**src/rtl/conway_frame_loader.sv**
```systemverilog
// Row-per-beat board loader for the 16x16 life stage. It commits a whole board with a
// one-cycle load pulse and drops malformed frames. Optional popcount output: CONWAY_LOADER_POPCOUNT_EN.
module conway_frame_loader #(
  parameter int ROWS  = 16,
  parameter int COLS  = 16,
  parameter int CNT_W = 8
) (
  input  logic                           clk,
  input  logic                           areset,
  input  logic                           in_valid,
  output logic                           in_ready,
  input  logic [COLS-1:0]                in_row,
  input  logic                           in_last,
  output logic                           load,
  output logic [ROWS*COLS-1:0]           data,
  output logic                           frame_err,
  output logic                           busy,
  output logic [CNT_W-1:0]               frames_loaded,
`ifdef CONWAY_LOADER_POPCOUNT_EN
  output logic [$clog2(ROWS*COLS+1)-1:0] pop_count,
`endif
  output logic [1:0]                     state_dbg
);

  localparam int RC_W = (ROWS > 1) ? $clog2(ROWS) : 1;
  localparam logic [RC_W-1:0] LAST_ROW = RC_W'(ROWS - 1);

  typedef enum logic [1:0] {
    IDLE   = 2'd0,
    FILL   = 2'd1,
    COMMIT = 2'd2,
    DRAIN  = 2'd3
  } state_t;

  state_t                 state_q, state_d;
  logic [RC_W-1:0]        row_cnt_q, row_cnt_d;
  logic [ROWS*COLS-1:0]   shadow_q, shadow_d, shadow_wr;
  logic [ROWS*COLS-1:0]   data_q, data_d;
  logic                   load_q, load_d;
  logic                   err_q, err_d;
  logic [CNT_W-1:0]       frames_q, frames_d;
  logic                   beat;

  // Handshake: a beat moves on a posedge where in_valid && in_ready; in_valid may drop
  // at any time without aborting a frame, and in_ready is low only in COMMIT and in reset.
  assign in_ready = !areset && (state_q != COMMIT);
  assign beat     = in_valid && in_ready;

`ifdef CONWAY_LOADER_POPCOUNT_EN
  localparam int PC_W = $clog2(ROWS*COLS+1);
  logic [PC_W-1:0] acc_q, acc_d, pop_q, pop_d;

  function automatic logic [PC_W-1:0] row_pop(input logic [COLS-1:0] v);
    logic [PC_W-1:0] n;
    n = '0;
    for (int i = 0; i < COLS; i++) n = n + PC_W'(v[i]);
    return n;
  endfunction
`endif

  always_comb begin
    state_d   = state_q;
    row_cnt_d = row_cnt_q;
    shadow_d  = shadow_q;
    data_d    = data_q;
    load_d    = 1'b0;
    err_d     = 1'b0;
    frames_d  = frames_q;
    shadow_wr = shadow_q;
    shadow_wr[COLS*row_cnt_q +: COLS] = in_row;
`ifdef CONWAY_LOADER_POPCOUNT_EN
    acc_d = acc_q;
    pop_d = pop_q;
`endif

    unique case (state_q)
      // row_cnt is 0 in IDLE, so IDLE and FILL share the same beat handling.
      IDLE, FILL: begin
        if (beat) begin
          shadow_d = shadow_wr;
`ifdef CONWAY_LOADER_POPCOUNT_EN
          acc_d = ((state_q == IDLE) ? '0 : acc_q) + row_pop(in_row);
`endif
          if (row_cnt_q == LAST_ROW) begin
            row_cnt_d = '0;
            if (in_last) begin
              data_d   = shadow_wr;
              load_d   = 1'b1;
              frames_d = frames_q + CNT_W'(1);
`ifdef CONWAY_LOADER_POPCOUNT_EN
              pop_d = acc_d;
`endif
              state_d  = COMMIT;
            end else begin
              err_d   = 1'b1;
              state_d = DRAIN;
            end
          end else if (in_last) begin
            err_d     = 1'b1;
            row_cnt_d = '0;
            state_d   = IDLE;
          end else begin
            row_cnt_d = row_cnt_q + RC_W'(1);
            state_d   = FILL;
          end
        end
      end
      COMMIT: state_d = IDLE;
      DRAIN: begin
        if (beat && in_last) state_d = IDLE;
      end
      default: state_d = IDLE;
    endcase
  end

  always_ff @(posedge clk or posedge areset) begin
    if (areset) begin
      state_q   <= IDLE;
      row_cnt_q <= '0;
      shadow_q  <= '0;
      data_q    <= '0;
      load_q    <= 1'b0;
      err_q     <= 1'b0;
      frames_q  <= '0;
    end else begin
      state_q   <= state_d;
      row_cnt_q <= row_cnt_d;
      shadow_q  <= shadow_d;
      data_q    <= data_d;
      load_q    <= load_d;
      err_q     <= err_d;
      frames_q  <= frames_d;
    end
  end

`ifdef CONWAY_LOADER_POPCOUNT_EN
  always_ff @(posedge clk or posedge areset) begin
    if (areset) begin
      acc_q <= '0;
      pop_q <= '0;
    end else begin
      acc_q <= acc_d;
      pop_q <= pop_d;
    end
  end
  assign pop_count = pop_q;
`endif

  assign load          = load_q;
  assign data          = data_q;
  assign frame_err     = err_q;
  assign frames_loaded = frames_q;
  assign busy          = (state_q != IDLE);
  assign state_dbg     = state_q;

endmodule

```
**config.mk**
```make
export PLATFORM = sky130hd
export DESIGN_NAME = conway_frame_loader
export DESIGN_NICKNAME = d
export VERILOG_FILES = /design/src/rtl/conway_frame_loader.sv
export SDC_FILE = /design/constraint.sdc
export NUM_CORES = 1
export LEC_CHECK = 0
export BUFFER_PORTS_ARGS = -buffer_cell sky130_fd_sc_hd__buf_2
export CAP_MARGIN = 20
export CORE_MARGIN = 3
export CORE_UTILIZATION = 52
export CTS_BUF_LIST = sky130_fd_sc_hd__clkbuf_16
export DETAILED_ROUTE_END_ITERATION = 16
export GPL_TIMING_DRIVEN = 0
export PLACE_DENSITY = 0.73
export SYNTH_ARGS = -nofsm -noshare
export SYNTH_HDL_FRONTEND = slang
export SYNTH_SLANG_ARGS = --single-unit
```
**constraint.sdc**
```tcl
create_clock -name clk -period 21.3 [get_ports clk]
set_clock_uncertainty 0.05 [all_clocks]
set_input_delay 4.26 -clock clk [delete_from_list [all_inputs] [get_ports clk]]
set_output_delay 4.26 -clock clk [all_outputs]
set_load 0.05 [all_outputs]
```
==> results.yml <==
timing:
  rsz0062_at_grt: "false"
  fin_crit_sh_pct: 42.8
  min_period_ns: 9.11
  relSlewSlack_pct: 37.8
  fmax_ghz: 0.110
  drv_slew: 0
  tightest_slew_ns: 0.928
  finalHoldViolCount: 0
  setup_viol: 0
power_and_ir_drop:
  power.leakage_uw: 0.0133
  p_seq_share_pct: 42.0
  clkPwrFrac_pct: 28.7
  peakVddDrop_mv: 0.0905
  combPwrFrac_pct: 29.3
  power_density_nw_per_um2: 115
  switching_power_uw: 1170
  swShare_pct: 37.8
  p_int_uw: 1920
logic_synthesis:
  syn_area_per_cell_um2: 10.3
  synth_edf_count: 0
  ys.flop_type: "dfrtp_1"
  ys_seq_area_share_pct: 57.4
  synthDistinctLibCells: 57
  netlist_instances: 2235
  yosysWarningCount: 0
  syn_nets: 2262
  netlist_area_um2: 23000
  ys_ff_latch: 528
  synthArstFlopShare_pct: 100
worst_setup_path:
  cp_max_fo: 4
  critPathCaptureType: "output pin"
  critPathKind: "input pin to output pin"
  startpoint_type: "input pin"
  cp.required_ns: 16.99
  cp.arrival_ns: 4.80
cts:
  cts-root-buf: "clkbuf_16"
  cts_max_path_buffers: 3
  hold_buffers: 0
  post_cts_buffers: 0
  cts.sinks: 528
  htree_levels: 2
  clk_pin_slew_ns: 0.06
  cts_resized: 0
  insertion_delay_ns: 0.59
  cts_buffers: 53
  cts_tree: "built"
drt:
  drc: 0
  wl_per_cell_um: 23.2
  drt-initial-drc-count: 1951
  drt-vias-per-instance: 6.01
  wirelength_um: 74300
  dr_total_vias: 19262
  ant_nets: 0
  dr.pass1.iters: 6
place:
  placed_area_um2: 25300
  dp.cells: 3113
  io_buffers: 289
  gp_congestion: 0.944
  hpwl_um: 53300
final_layout:
  stdcell_count: 3207
  diodes: 0
  final_common_cell: "dfrtp_1"
  drive_gt1_share_pct: 21.4
  nFillCells: 3589
  area_growth_pct: 17.0
  fin_nets: 2610
  final_cell_mix: "dfrtp_1, nand2_1, buf_2"
  final_area_um2: 26900
grt:
  grtUsageTotal_pct: 31.4
  grt_max_degree: 125
  grtUsageMet2_pct: 48.4
  busiest_layer: "met2"
  antenna_found_initial: 1
  gr-usage-met3_pct: 7.77
  met1_usage_pct: 42.7
  grt.overflow.total: 0
  grt_pass1_vias: 19054
  grt_pass1_wl_um: 113000
die:
  die_w_um: 216
  die_h_um: 216
  ioPinCount: 290
  start_util_pct: 53.0
  rows: 76
  core_area_um2: 43500
  die_area_um2: 46900
run:
  max_cap_viol_count: 0
status:
  status: "completed"
worst_hold_path:
  hold_path.class: "register to register"
==> worst max-delay path, stage by stage <==
cell     delay [ns]
buf_2          0.15
a21oi_1        0.11
buf_2          0.27
==> worst paths after layout <==
kind | endpoint | cells past startpoint | slack (ns) | startpoint
max | in_ready | 3 | 12.19 | areset
min | data[182] | 2 | 0.42 | data[182]
max reg2reg | shadow_q[168] | 10 | 16.86 | row_cnt_q[0]
min reg2reg | data[182] | 2 | 0.42 | data[182]
max in group asynchronous | frames_loaded[0] | 4 | 15.99 | areset
min in group asynchronous | data[149] | 2 | 3.73 | areset
==> area by class of cell <==
type | count | area, µm² | share of cell area [%]
plain buffers | 168 | 747 | 2.77
repair buffers | 293 | 1560 | 5.78
well taps | 585 | 732 | 2.72
multi-input cells | 1514 | 8980 | 33.3
flip-flops and latches | 528 | 13200 | 49.0
inverters | 25 | 101 | 0.376
clock buffers | 53 | 1330 | 4.92
clock inverters | 41 | 283 | 1.05
==> sequential cells by signal, indices dropped and copies added, names as in the netlist <==
signal,cells
data,256
frame_err,1
state_dbg,2
load,1
row_cnt_q,4
frames_loaded,8
shadow_q,256
==> power groups by stage <==
| stage | Clock, µW | Sequential (µW) | Combinational [µW] |
|---|---|---|---|
| 3_5_place_dp | 0 | 1310 | 894 |
| 3_3_place_gp | 0 | 1310 | 872 |
| 2_1_floorplan | 0 | 1520 | 406 |
| 5_1_grt | 937 | 1310 | 967 |
| 6_report | 886 | 1300 | 906 |
| 4_1_cts | 895 | 1290 | 898 |
==> cells by family after synthesis <==
kind of cell	synth area share, %
AO/OA/AOI/OAI	13.9
AND/OR/NAND/NOR	13.8
flip-flops	57.4
buffers and inverters	3.65
multiplexers	10.5
adder cells (fa/ha/maj)	0.380
XOR/XNOR	0.342
==> stage by stage <==
| stage | setup TNS, ns | total power [µW] | setup slack [ns] | utilization [%] | hold slack [ns] |
|---|---|---|---|---|---|
| final | 0 | 3090 | 12.19 | 62.0 | 0.422 |
| after global routing | 0 | 3220 | 12.16 | 62.0 | 0.447 |
| after CTS | 0 | 3090 | 12.19 | 62.0 | 0.429 |
| after detailed placement | 0 | 2200 | 12.19 | 58.3 | 0.416 |
| after global placement | -1575.38 | 2180 | -3.03 | 58.0 | 0.403 |
| after floorplan | 0 | 1920 | 2.22 | - | 0.399 |
==> layer usage <==
layer	vias up	wire length, µm
li1	8482	-
met1	9609	30200
met2	975	33500
met3	194	7180
met4	2	3440
met5	-	12
==> cell usage after synthesis (19+ instances only) <==
cell,number,share of area (%)
a31oi_1,60,1.6
nor3_1,19,0.41
inv_1,25,0.41
buf_2,39,0.85
clkbuf_1,111,1.8
nand2_1,369,6.0
nor2_1,159,2.6
o21ai_0,266,5.8
a21oi_1,156,3.4
mux2i_1,113,4.9
dfrtp_1,528,57
mux2_2,100,4.9
and3_1,38,1.0
No activity file was read; power rests on OpenSTA's default activity.
